<file path="src/rtl/imm_gen_pipe.sv">
// Decode-stage immediate generator: decodes one instruction per cycle into a
// registered output stage backed by a single skid entry so in_ready is a flop.
module imm_gen_pipe #(
  parameter int unsigned XLEN        = 32,
  parameter bit          EN_RV64_OPS = 1'b0
) (
  input  logic            clk,
  input  logic            rst,
  input  logic            flush,
  input  logic            in_valid,
  output logic            in_ready,
  input  logic [31:0]     in_instr,
  output logic            out_valid,
  input  logic            out_ready,
  output logic [XLEN-1:0] out_imm,
  output logic [2:0]      out_fmt,
  output logic            out_illegal
);

  typedef enum logic [2:0] {
    FMT_I    = 3'd0,
    FMT_S    = 3'd1,
    FMT_B    = 3'd2,
    FMT_U    = 3'd3,
    FMT_J    = 3'd4,
    FMT_Z    = 3'd5,
    FMT_NONE = 3'd7
  } fmt_e;

  logic [XLEN-1:0] dec_imm;
  fmt_e            dec_fmt;
  logic            dec_ill;

  logic            out_valid_q, out_valid_d;
  logic [XLEN-1:0] out_imm_q, out_imm_d;
  fmt_e            out_fmt_q, out_fmt_d;
  logic            out_ill_q, out_ill_d;

  logic            skid_valid_q, skid_valid_d;
  logic [XLEN-1:0] skid_imm_q, skid_imm_d;
  fmt_e            skid_fmt_q, skid_fmt_d;
  logic            skid_ill_q, skid_ill_d;

  logic in_fire, out_fire, out_load;

  always_comb begin
    dec_imm = '0;
    dec_fmt = FMT_NONE;
    dec_ill = 1'b1;
    if (in_instr[1:0] == 2'b11) begin
      unique case (in_instr[6:0])
        7'b0010011, 7'b0000011, 7'b1100111: begin
          dec_imm = XLEN'($signed(in_instr[31:20]));
          dec_fmt = FMT_I;
          dec_ill = 1'b0;
        end
        7'b0100011: begin
          dec_imm = XLEN'($signed({in_instr[31:25], in_instr[11:7]}));
          dec_fmt = FMT_S;
          dec_ill = 1'b0;
        end
        7'b1100011: begin
          dec_imm = XLEN'($signed({in_instr[31], in_instr[7], in_instr[30:25],
                                   in_instr[11:8], 1'b0}));
          dec_fmt = FMT_B;
          dec_ill = 1'b0;
        end
        7'b0110111, 7'b0010111: begin
          dec_imm = XLEN'($signed({in_instr[31:12], 12'b0}));
          dec_fmt = FMT_U;
          dec_ill = 1'b0;
        end
        7'b1101111: begin
          dec_imm = XLEN'($signed({in_instr[31], in_instr[19:12], in_instr[20],
                                   in_instr[30:21], 1'b0}));
          dec_fmt = FMT_J;
          dec_ill = 1'b0;
        end
        7'b1110011: begin
          // CSR immediate forms carry a 5-bit unsigned uimm in the rs1 field
          if (in_instr[14]) begin
            dec_imm = XLEN'(in_instr[19:15]);
            dec_fmt = FMT_Z;
          end else begin
            dec_imm = XLEN'($signed(in_instr[31:20]));
            dec_fmt = FMT_I;
          end
          dec_ill = 1'b0;
        end
        7'b0011011: begin
          if (EN_RV64_OPS && (XLEN == 64)) begin
            dec_imm = XLEN'($signed(in_instr[31:20]));
            dec_fmt = FMT_I;
            dec_ill = 1'b0;
          end
        end
        default: begin
          dec_imm = '0;
          dec_fmt = FMT_NONE;
          dec_ill = 1'b1;
        end
      endcase
    end
  end

  assign in_ready = ~skid_valid_q;
  assign in_fire  = in_valid & in_ready;
  assign out_fire = out_valid_q & out_ready;
  assign out_load = ~out_valid_q | out_fire;

  always_comb begin
    out_valid_d  = out_valid_q;
    out_imm_d    = out_imm_q;
    out_fmt_d    = out_fmt_q;
    out_ill_d    = out_ill_q;
    skid_valid_d = skid_valid_q;
    skid_imm_d   = skid_imm_q;
    skid_fmt_d   = skid_fmt_q;
    skid_ill_d   = skid_ill_q;
    if (flush) begin
      out_valid_d  = 1'b0;
      skid_valid_d = 1'b0;
    end else begin
      if (out_load) begin
        if (skid_valid_q) begin
          out_valid_d  = 1'b1;
          out_imm_d    = skid_imm_q;
          out_fmt_d    = skid_fmt_q;
          out_ill_d    = skid_ill_q;
          skid_valid_d = 1'b0;
        end else if (in_fire) begin
          out_valid_d = 1'b1;
          out_imm_d   = dec_imm;
          out_fmt_d   = dec_fmt;
          out_ill_d   = dec_ill;
        end else begin
          out_valid_d = 1'b0;
        end
      end
      // in_fire implies the skid is empty, so it only fills while output stalls
      if (in_fire && !out_load) begin
        skid_valid_d = 1'b1;
        skid_imm_d   = dec_imm;
        skid_fmt_d   = dec_fmt;
        skid_ill_d   = dec_ill;
      end
    end
  end

  always_ff @(posedge clk or posedge rst) begin
    if (rst) begin
      out_valid_q  <= 1'b0;
      out_imm_q    <= '0;
      out_fmt_q    <= FMT_NONE;
      out_ill_q    <= 1'b0;
      skid_valid_q <= 1'b0;
      skid_imm_q   <= '0;
      skid_fmt_q   <= FMT_NONE;
      skid_ill_q   <= 1'b0;
    end else begin
      out_valid_q  <= out_valid_d;
      out_imm_q    <= out_imm_d;
      out_fmt_q    <= out_fmt_d;
      out_ill_q    <= out_ill_d;
      skid_valid_q <= skid_valid_d;
      skid_imm_q   <= skid_imm_d;
      skid_fmt_q   <= skid_fmt_d;
      skid_ill_q   <= skid_ill_d;
    end
  end

  assign out_valid   = out_valid_q;
  assign out_imm     = out_imm_q;
  assign out_fmt     = out_fmt_q;
  assign out_illegal = out_ill_q;

endmodule

</file>
<file path="config.mk">
export PLATFORM = sky130hd
export DESIGN_NAME = imm_gen_pipe
export DESIGN_NICKNAME = d
export VERILOG_FILES = /design/src/rtl/imm_gen_pipe.sv
export SDC_FILE = /design/constraint.sdc
export NUM_CORES = 1
export LEC_CHECK = 0
export CORE_AREA = 2 2 62 123
export CTS_CLUSTER_SIZE = 10
export DETAILED_ROUTE_END_ITERATION = 8
export DIE_AREA = 0 0 64 125
export PLACE_DENSITY = 0.9
export SLEW_MARGIN = 20
export SYNTH_ARGS = -nofsm -noshare
export SYNTH_HDL_FRONTEND = slang
export SYNTH_SLANG_ARGS = --single-unit
</file>
<file path="constraint.sdc">
create_clock -name clk -period 5 [get_ports clk]
set_clock_uncertainty 0.05 [all_clocks]
set_input_delay 0.75 -clock clk [delete_from_list [all_inputs] [get_ports clk]]
set_output_delay 0.75 -clock clk [all_outputs]
set_load 0.01 [all_outputs]
</file>
# Word-level counts from Yosys, hierarchy flattened
# Cells that the tools add are included.
dict set report classes {
  add_sub_neg 0
  n_mul 0
  div 0
  magnitude_cmp 0
  n_eq_ne 10
  shifts 0
  muxes 21
  n_bitwise 6
  reduce_logical 10
}
# op count
set ops {}
lappend ops {{$pmux W32 S6} 1}
lappend ops {{$mux W32} 4}
lappend ops {{$eq A7 B7 Y1 const B} 4}
lappend ops {{$pmux W3 S6} 1}
lappend ops {{$eq A7 B5 Y1 const B} 2}
lappend ops {{$eq A7 B6 Y1 const B} 2}
lappend ops {{$mux W3} 4}
lappend ops {{$mux W1} 11}
lappend ops {{$reduce_or A9 Y1} 1}
lappend ops {{$eq A7 B2 Y1 const B} 1}
lappend ops {{$reduce_bool A2 Y1} 2}
lappend ops {{$not A1 Y1} 3}
lappend ops {{$reduce_and A3 Y1} 1}
lappend ops {{$reduce_bool A3 Y1} 1}
lappend ops {{$reduce_or A3 Y1} 1}
lappend ops {{$and A1 B1 Y1} 2}
lappend ops {{$eq A2 B2 Y1 const B} 1}
lappend ops {{$reduce_and A2 Y1} 1}
lappend ops {{$reduce_or A2 Y1} 1}
lappend ops {{$logic_and A1 B1 Y1} 1}
lappend ops {{$logic_not A1 Y1} 1}
lappend ops {{$or A1 B1 Y1} 1}
dict set report totals {
  reg_bits 74
  latch_bits 0
  ramBits 0
  mem_bits_ro 0
  input_bits 37
  out_inout_bits 38
  wordCells 55
  mem_count 0
}

# Longest topological paths before layout
# Gate-level depths: netlist of run 1.
dict set report depth {
  ltp_word 6
  depth_mapped 7
  ltp_nobuf 5
}

# Worst setup path before layout of run 1
# OpenSTA, ideal clock, no wires.
dict set report synth_timing {
  path_type {input to register}
  start {in in_instr[5]}
  end {reg out_imm_q[31], in the netlist out_imm[31]}
  setup_time_ns 0.124
  t_arrival_ns 1.992
  required_time_ns 4.826
  path_slack_ns 2.835
  stages 7
  n_path_buf 2
  path_cell_list {buf_4 -> nor2b_1 -> buf_2 -> o2111a_1 -> o31a_2 -> a32oi_1 -> o21ai_1}
}
dict set report synth_via {
  elab_chain_cells 6
  elab_cells_between_ends 15
  cone_classes {eq/ne (9); mux (4); reduce/logical (2)}
}
# item line_no
set synth_rtl {}
lappend synth_rtl {{start, declared} 12} ;# input logic [31:0] in_instr,
lappend synth_rtl {{$eq A7 B5 Y1, or another cell as far along} 51} ;# unique case (in_instr[6:0])
lappend synth_rtl {{$reduce_or A3 Y1 or $reduce_or A2 Y1 (tied branches)} 51}
lappend synth_rtl {{$pmux W32 S6 (*)} 51}
lappend synth_rtl {{$mux W32 (*)} 50} ;# if (in_instr[1:0] == 2'b11) begin
lappend synth_rtl {{$mux W32 (*)} 131} ;# end else if (in_fire) begin
lappend synth_rtl {{$mux W32 (*)} 125} ;# if (skid_valid_q) begin
lappend synth_rtl {{end signal, assigned} 162} ;# out_imm_q <= out_imm_d;
lappend synth_rtl {{end, declared} 35} ;# logic [XLEN-1:0] out_imm_q, out_imm_d;
# Mark *: on every way between the ends. The rest lies on a longest branch, timed or not. The select of a mux whose other input is x is not followed.
# A chain may end at the register's enable or synchronous reset.

# Worst setup path in the final report of run 1
dict set report layout_timing {
  start {in out_ready}
  end {reg skid_imm_q[5]}
}
dict set report layout_via {
  elab_chain_cells 5
}
# item line_no
set layout_rtl {}
lappend layout_rtl {{start, declared} 14} ;# input logic out_ready,
lappend layout_rtl {{$and A1 B1 Y1} 108} ;# assign out_fire = out_valid_q & out_ready;
lappend layout_rtl {{$or A1 B1 Y1} 109} ;# assign out_load = ~out_valid_q | out_fire;
lappend layout_rtl {{$logic_not A1 Y1} 141} ;# if (in_fire && !out_load) begin
lappend layout_rtl {{$logic_and A1 B1 Y1} 141}
lappend layout_rtl {{$reduce_and A2 Y1 (no source line)} --}
lappend layout_rtl {{end signal, assigned} 166} ;# skid_imm_q <= skid_imm_d;
lappend layout_rtl {{end, declared} 40} ;# logic [XLEN-1:0] skid_imm_q, skid_imm_d;
# No other way between the ends.

==> flow_metrics.py, run 1 <==
metrics = {
    "global_routing": {
        "grt_pass1_vias": 3426,
        "grtUsageTotal": 0.272,
        "grt_pass1_wl_um": 17200,
        "antenna_found_initial": 0,
        "grt_remaining_overflow": 0,
        "grt_max_degree": 42,
    },
    "timing": {
        "finalCritPeriodShare": 0.567,
        "maxSlewViolCount": 0,
        "setup_viol": 0,
        "rsz0062_at_grt": "false",
        "finalCriticalPeriod_ns": 2.84,
        "hold_viol": 0,
        "fmax_mhz": 353,
        "tns_ns": 0,
        "max_slew_margin": 0.269,
        "tightest_slew_ns": 1.09,
    },
    "cells_and_area": {
        "nNetsFinal": 508,
        "area_delta_synth_final_pct": 26.2,
        "diodes": 0,
        "final_common_cell": "clkdlybuf4s50_1",
        "fillers": 495,
        "final_cell_mix": "clkdlybuf4s50_1 (74), dfrtp_1 (68), nand2_1 (51)",
        "drive_gt1_frac": 0.126,
        "utilization": 0.691,
    },
    "routing": {
        "vias_per_cell": 6.32,
        "route.detailed.wl_per_inst_um": 18.1,
        "ant_nets": 0,
        "vias": 3591,
        "first_pass_iters": 5,
        "drtIter0Drc": 402,
        "drc": 0,
        "wirelength_um": 10300,
    },
    "synth": {
        "netlist_instances": 413,
        "synth_mux_area_frac": 0,
        "synthDistinctLibCells": 65,
        "avgSynthCellArea_um2": 9.42,
        "async_reset_ff_frac": 1.00,
        "synth_xor_area_frac": 0.00225,
        "synth-simple-area-share": 0.190,
        "synth_edf_count": 0,
        "syn-cell-area_mm2": 0.00389,
        "ys_warn_count": 0,
        "ys_seq_area_frac": 0.478,
        "ys_ff_latch": 74,
        "yosys.area_share.adder": 0,
        "synthesis.nets": 450,
        "synth_top_family_by_area": "compound AO/OA/AOI/OAI gates",
        "synth_top_flop_cell": "dfrtp_1",
        "synth_compound_area_frac": 0.285,
    },
    "worst_setup_path": {
        "endpoint_kind": "register",
        "r2r_setup_slack_ns": 2.52,
        "r2r_cells": 5,
        "cp_max_fo": 28,
        "r2r_end": "skid_imm_q[5]",
        "crit_path_end": "skid_imm_q[5]",
        "timing.rr.start": "skid_valid_q",
        "cp-startpoint": "out_ready",
        "worstSetupPathType": "in -> reg",
        "critical_path_arrival_ns": 3.01,
        "critPathRequiredTime_ns": 5.17,
        "worst_setup_path_start_kind": "input port",
    },
    "pwr": {
        "p_leak_nw": 1.99,
        "power_switching_uw": 454,
        "pwr-share-clk": 0.370,
        "vdd_drop_max_uv": 303,
        "intPower_mw": 1.17,
        "p_seq_frac": 0.444,
        "comb_power_share": 0.187,
        "swShare": 0.280,
        "cellPowerDensity_mw_per_mm2": 331,
    },
    "cts": {
        "max-clock-path-buffers": 2,
        "clk_pin_slew_ns": 0.06,
        "cts.sinks": 74,
        "cts_tree": "done",
        "htreeDepth": 3,
        "numCtsBuffers": 9,
        "clock_latency_ns": 0.34,
        "cts_setup_buffers": 0,
        "cts-root-buf": "clkbuf_16",
        "postCtsHoldBufs": 0,
        "post_cts_resized": 0,
    },
    "floorplan": {
        "core_mm2": 0.00710,
        "start_util": 0.548,
        "die_height_um": 125,
        "die_x_um": 64,
        "dieArea_mm2": 0.00800,
        "num_rows": 44,
        "boundaryPins": 75,
    },
    "worst_hold_path": {
        "min_path_type": "reg -> reg",
    },
    "placement": {
        "gp_congestion": 0.908,
        "io_buffers": 74,
        "post-dp-hpwl_um": 6830,
    },
    "status": {
        "run_status": "finished, final reports clean",
    },
    "run": {
        "cap_violations": 0,
    },
}
synth_stat cells, drive strengths merged (2+ instances only):
library cell,n,share of area
a2111oi,2,0.011
inv,6,0.0058
a21oi,32,0.044
and2,5,0.0087
clkbuf,18,0.017
nand3,8,0.010
nand2,53,0.054
a31oi,16,0.026
o22ai,9,0.027
nor2,50,0.050
and2b,2,0.0039
a22oi,12,0.023
a32oi,3,0.0068
o31ai,11,0.023
o21ai,36,0.047
and3,4,0.0064
o21bai,2,0.0039
nor3,6,0.011
buf,14,0.022
nor3b,3,0.0071
a211oi,7,0.018
dfstp,6,0.041
dfrtp,68,0.44
o211ai,8,0.015
nor2b,2,0.0032
a22o,6,0.014
or3,5,0.0093
worst max-delay path: stages:
cell and delay [ns]:
clkdlybuf4s50_1 0.41, and2b_1 0.29, nand3_1 0.79, buf_4 0.51, a22o_1 0.26
worst min path at each step:
stage               slack (ns)             to  depth (start not counted)          start
global route              0.43  skid_fmt_q[1]                          2  skid_fmt_q[1]
detailed placement        0.40  skid_fmt_q[1]                          2  skid_fmt_q[1]
global placement          0.40  skid_fmt_q[1]                          2  skid_fmt_q[1]
floorplan                 0.39  skid_fmt_q[1]                          2  skid_fmt_q[1]
finish                    0.41  skid_fmt_q[1]                          2  skid_fmt_q[1]
CTS                       0.41  skid_fmt_q[1]                          2  skid_fmt_q[1]
stage by stage:
step	cell area [um2]	hold WS, ns	setup slack (ns)	total power [mW]	instances
2_1_floorplan	3890	0.387	2.33	0.883	413
3_3_place_gp	4630	0.395	1.95	1.02	552
3_5_place_dp	4630	0.403	1.87	1.03	552
4_1_cts	4910	0.413	2.19	1.62	568
5_1_grt	4910	0.430	1.94	1.69	568
6_report	4910	0.413	2.16	1.62	568
cells by family after synthesis:
kind of cell / Yosys count
AOI/OAI and AO/OA: 153
and+or+nand+nor: 147
buffers and inverters: 38
DFF: 74
xor gates and xnor gates: 1
layer usage:
layer,vias up,track usage,share of wire
li1,1633,-,-
met1,1739,0.367,0.40
met2,194,0.443,0.51
met3,25,0.0369,0.069
met4,0,0.0997,0.025
met5,-,0,0
area by class of cell:
type / instances / area (um2) / area share
well taps: 92 / 115 / 0.0235
multi-input cells: 301 / 1850 / 0.378
repair buffers: 79 / 778 / 0.159
clock inverters: 7 / 53.8 / 0.0110
inverters: 6 / 22.5 / 0.00459
clock buffers: 9 / 225 / 0.0459
flip-flops and latches: 74 / 1860 / 0.379
registers in the layout (all words and copies together), names as in the netlist:
name / count
out_imm: 32
skid_imm_q: 32
out_fmt: 3
skid_fmt_q: 3
out_illegal: 1
out_valid: 1
skid_ill_q: 1
skid_valid_q: 1
power by group through the flow:
| stage | logic (mW) | clock network (mW) | registers, mW |
|---|---|---|---|
| finish | 0.303 | 0.600 | 0.720 |
| global route | 0.332 | 0.627 | 0.728 |
| CTS | 0.304 | 0.601 | 0.718 |
| detailed placement | 0.301 | 0 | 0.727 |
| global placement | 0.292 | 0 | 0.724 |
| floorplan | 0.146 | 0 | 0.737 |
Power figures use the tool's default switching activity.
==> inputs of run 2 (changes only) <==
Settings changed: CORE_AREA 2 2 62 123 to 2 2 68 134, DIE_AREA 0 0 64 125 to 0 0 70 136, PLACE_DENSITY 0.9 to 0.8.
Clock period 5 ns to 2.28 ns, I/O delays scaled along.
==> flow_metrics.py, run 2 (synthesis gave the netlist of run 1 again) <==
metrics = {
    "global_routing": {
        "grt_remaining_overflow": 0,
        "grt_max_degree": 43,
        "grtUsageTotal": 0.245,
        "grt_pass1_vias": 3741,
        "grt_pass1_wl_um": 18500,
        "antenna_found_initial": 0,
    },
    "cts": {
        "clk_pin_slew_ns": 0.06,
        "htreeDepth": 3,
        "numCtsBuffers": 9,
        "cts.sinks": 74,
        "cts-root-buf": "clkbuf_16",
        "max-clock-path-buffers": 2,
        "cts_tree": "done",
        "clock_latency_ns": 0.34,
    },
    "placement": {
        "post-dp-hpwl_um": 8400,
        "postPlaceCellArea_mm2": 0.00506,
        "gp_congestion": 0.859,
        "io_buffers": 74,
    },
    "cells_and_area": {
        "nNetsFinal": 556,
        "diodes": 0,
        "utilization": 0.634,
        "final_common_cell": "clkdlybuf4s50_1",
        "drive_gt1_frac": 0.206,
        "fillers": 740,
        "area_delta_synth_final_pct": 39.1,
        "final_cell_area_mm2": 0.00541,
        "final_cell_mix": "clkdlybuf4s50_1 (73), dfrtp_1 (68), nand2_1 (51)",
    },
    "routing": {
        "first_pass_iters": 5,
        "ant_nets": 0,
        "vias_per_cell": 5.95,
        "route.detailed.wl_per_inst_um": 18.0,
        "vias": 3713,
        "drtIter0Drc": 444,
        "wirelength_um": 11200,
        "drc": 0,
    },
    "timing": {
        "max_slew_margin": 0.722,
        "fmax_mhz": 479,
        "setup_viol": 0,
        "maxSlewViolCount": 0,
        "hold_viol": 0,
        "rsz0062_at_grt": "false",
        "finalCriticalPeriod_ns": 2.09,
        "finalCritPeriodShare": 0.917,
        "whs_ns": 0.264,
        "tightest_slew_ns": 0.416,
    },
    "pwr": {
        "power_switching_uw": 1000,
        "cellPowerDensity_mw_per_mm2": 728,
        "pwr-share-clk": 0.413,
        "swShare": 0.254,
        "p_seq_frac": 0.402,
        "comb_power_share": 0.185,
        "p_leak_nw": 2.29,
        "vdd_drop_max_uv": 370,
        "intPower_mw": 2.94,
    },
    "worst_setup_path": {
        "worst_setup_path_start_kind": "input port",
        "critPathRequiredTime_ns": 2.47,
        "cp_max_fo": 9,
        "critical_path_arrival_ns": 2.27,
        "endpoint_kind": "register",
        "timing.rr.start": "out_valid",
        "r2r_end": "out_imm[0]",
        "worstSetupPathType": "in -> reg",
        "r2r_setup_slack_ns": 0.52,
        "r2r_cells": 5,
    },
    "floorplan": {
        "die_x_um": 70,
        "boundaryPins": 75,
        "die_height_um": 136,
        "num_rows": 48,
        "core_mm2": 0.00853,
        "start_util": 0.456,
        "dieArea_mm2": 0.00952,
    },
    "worst_hold_path": {
        "min_path_type": "in -> async",
    },
    "status": {
        "run_status": "finished, final reports clean",
    },
    "run": {
        "cap_violations": 0,
    },
}
run 2: changes by cell type in the layout (fill, tap and decap cells not counted), sizes merged, moves of 2 or more:
cell | previous run | this run
clkinvlp | 2 | 0
inv | 8 | 6
bufinv | 0 | 3
buf | 5 | 53
run 2: through the flow:
step,setup slack (ns),power [mW],std cells,TNS [ns]
2_1_floorplan,0.0163,1.94,413,0
3_5_place_dp,-0.229,2.33,608,-7.09
5_1_grt,0.120,4.09,624,0
4_1_cts,0.118,3.95,624,0
3_3_place_gp,-0.156,2.30,608,-3.85
6_report,0.190,3.94,624,0
run 2: worst max path at each step:
stage,from,endpoint,slack (ns),cells after the start
2_1_floorplan,rst,out_illegal,0.02,1
3_3_place_gp,in_instr[2],out_imm[1],-0.16,8
3_5_place_dp,in_instr[2],out_imm[4],-0.23,8
4_1_cts,in_instr[2],out_imm[1],0.12,8
5_1_grt,in_instr[5],out_imm[16],0.12,7
6_report,in_instr[5],out_imm[16],0.19,7
run 2: worst max-delay path, stage by stage:
cell             delay (ns)
clkdlybuf4s50_1        0.58
buf_4                  0.23
a2111oi_4              0.42
buf_4                  0.21
nor4_4                 0.04
buf_4                  0.18
o31ai_1                0.26
run 2: final cells by class:
class / count / area (um2) / area share
clock buffer: 9 / 225 / 0.0416
clock inverter: 7 / 118 / 0.0217
inverter: 6 / 22.5 / 0.00416
multi-input combinational: 301 / 1850 / 0.343
sequential: 74 / 1860 / 0.344
tap: 100 / 125 / 0.0231
timing repair buffer: 127 / 1200 / 0.223
run 2: power by group through the flow:
stage / combinational [mW] / clock [mW] / sequential [mW]
2_1_floorplan: 0.320 / 0 / 1.62
3_3_place_gp: 0.706 / 0 / 1.59
3_5_place_dp: 0.727 / 0 / 1.60
4_1_cts: 0.731 / 1.63 / 1.58
5_1_grt: 0.795 / 1.69 / 1.60
6_report: 0.727 / 1.63 / 1.58
run 2: per-layer routing:
| layer | GRT usage | wire [um] |
|---|---|---|
| met1 | 0.284 | 4220 |
| met3 | 0.0363 | 543 |
| met5 | 0 | 0 |
| met2 | 0.433 | 6050 |
| met4 | 0.128 | 423 |
run 2: repair_timing:
action | in CTS | in global routing
resized for setup | 0 | 1
hold buffers | 0 | 0
buffers inserted | 0 | 0
endpoints found under the setup margin | 0 | 1
hold endpoints to repair | 0 | 0
==> inputs of run 3 (changes only) <==
Settings changed: ABC_CLOCK_PERIOD_IN_PS set to 2280, SKIP_CTS_REPAIR_TIMING set to 1.
==> results of run 3 <==
No change in the layout: final DEF, timing and power equal those of run 2.
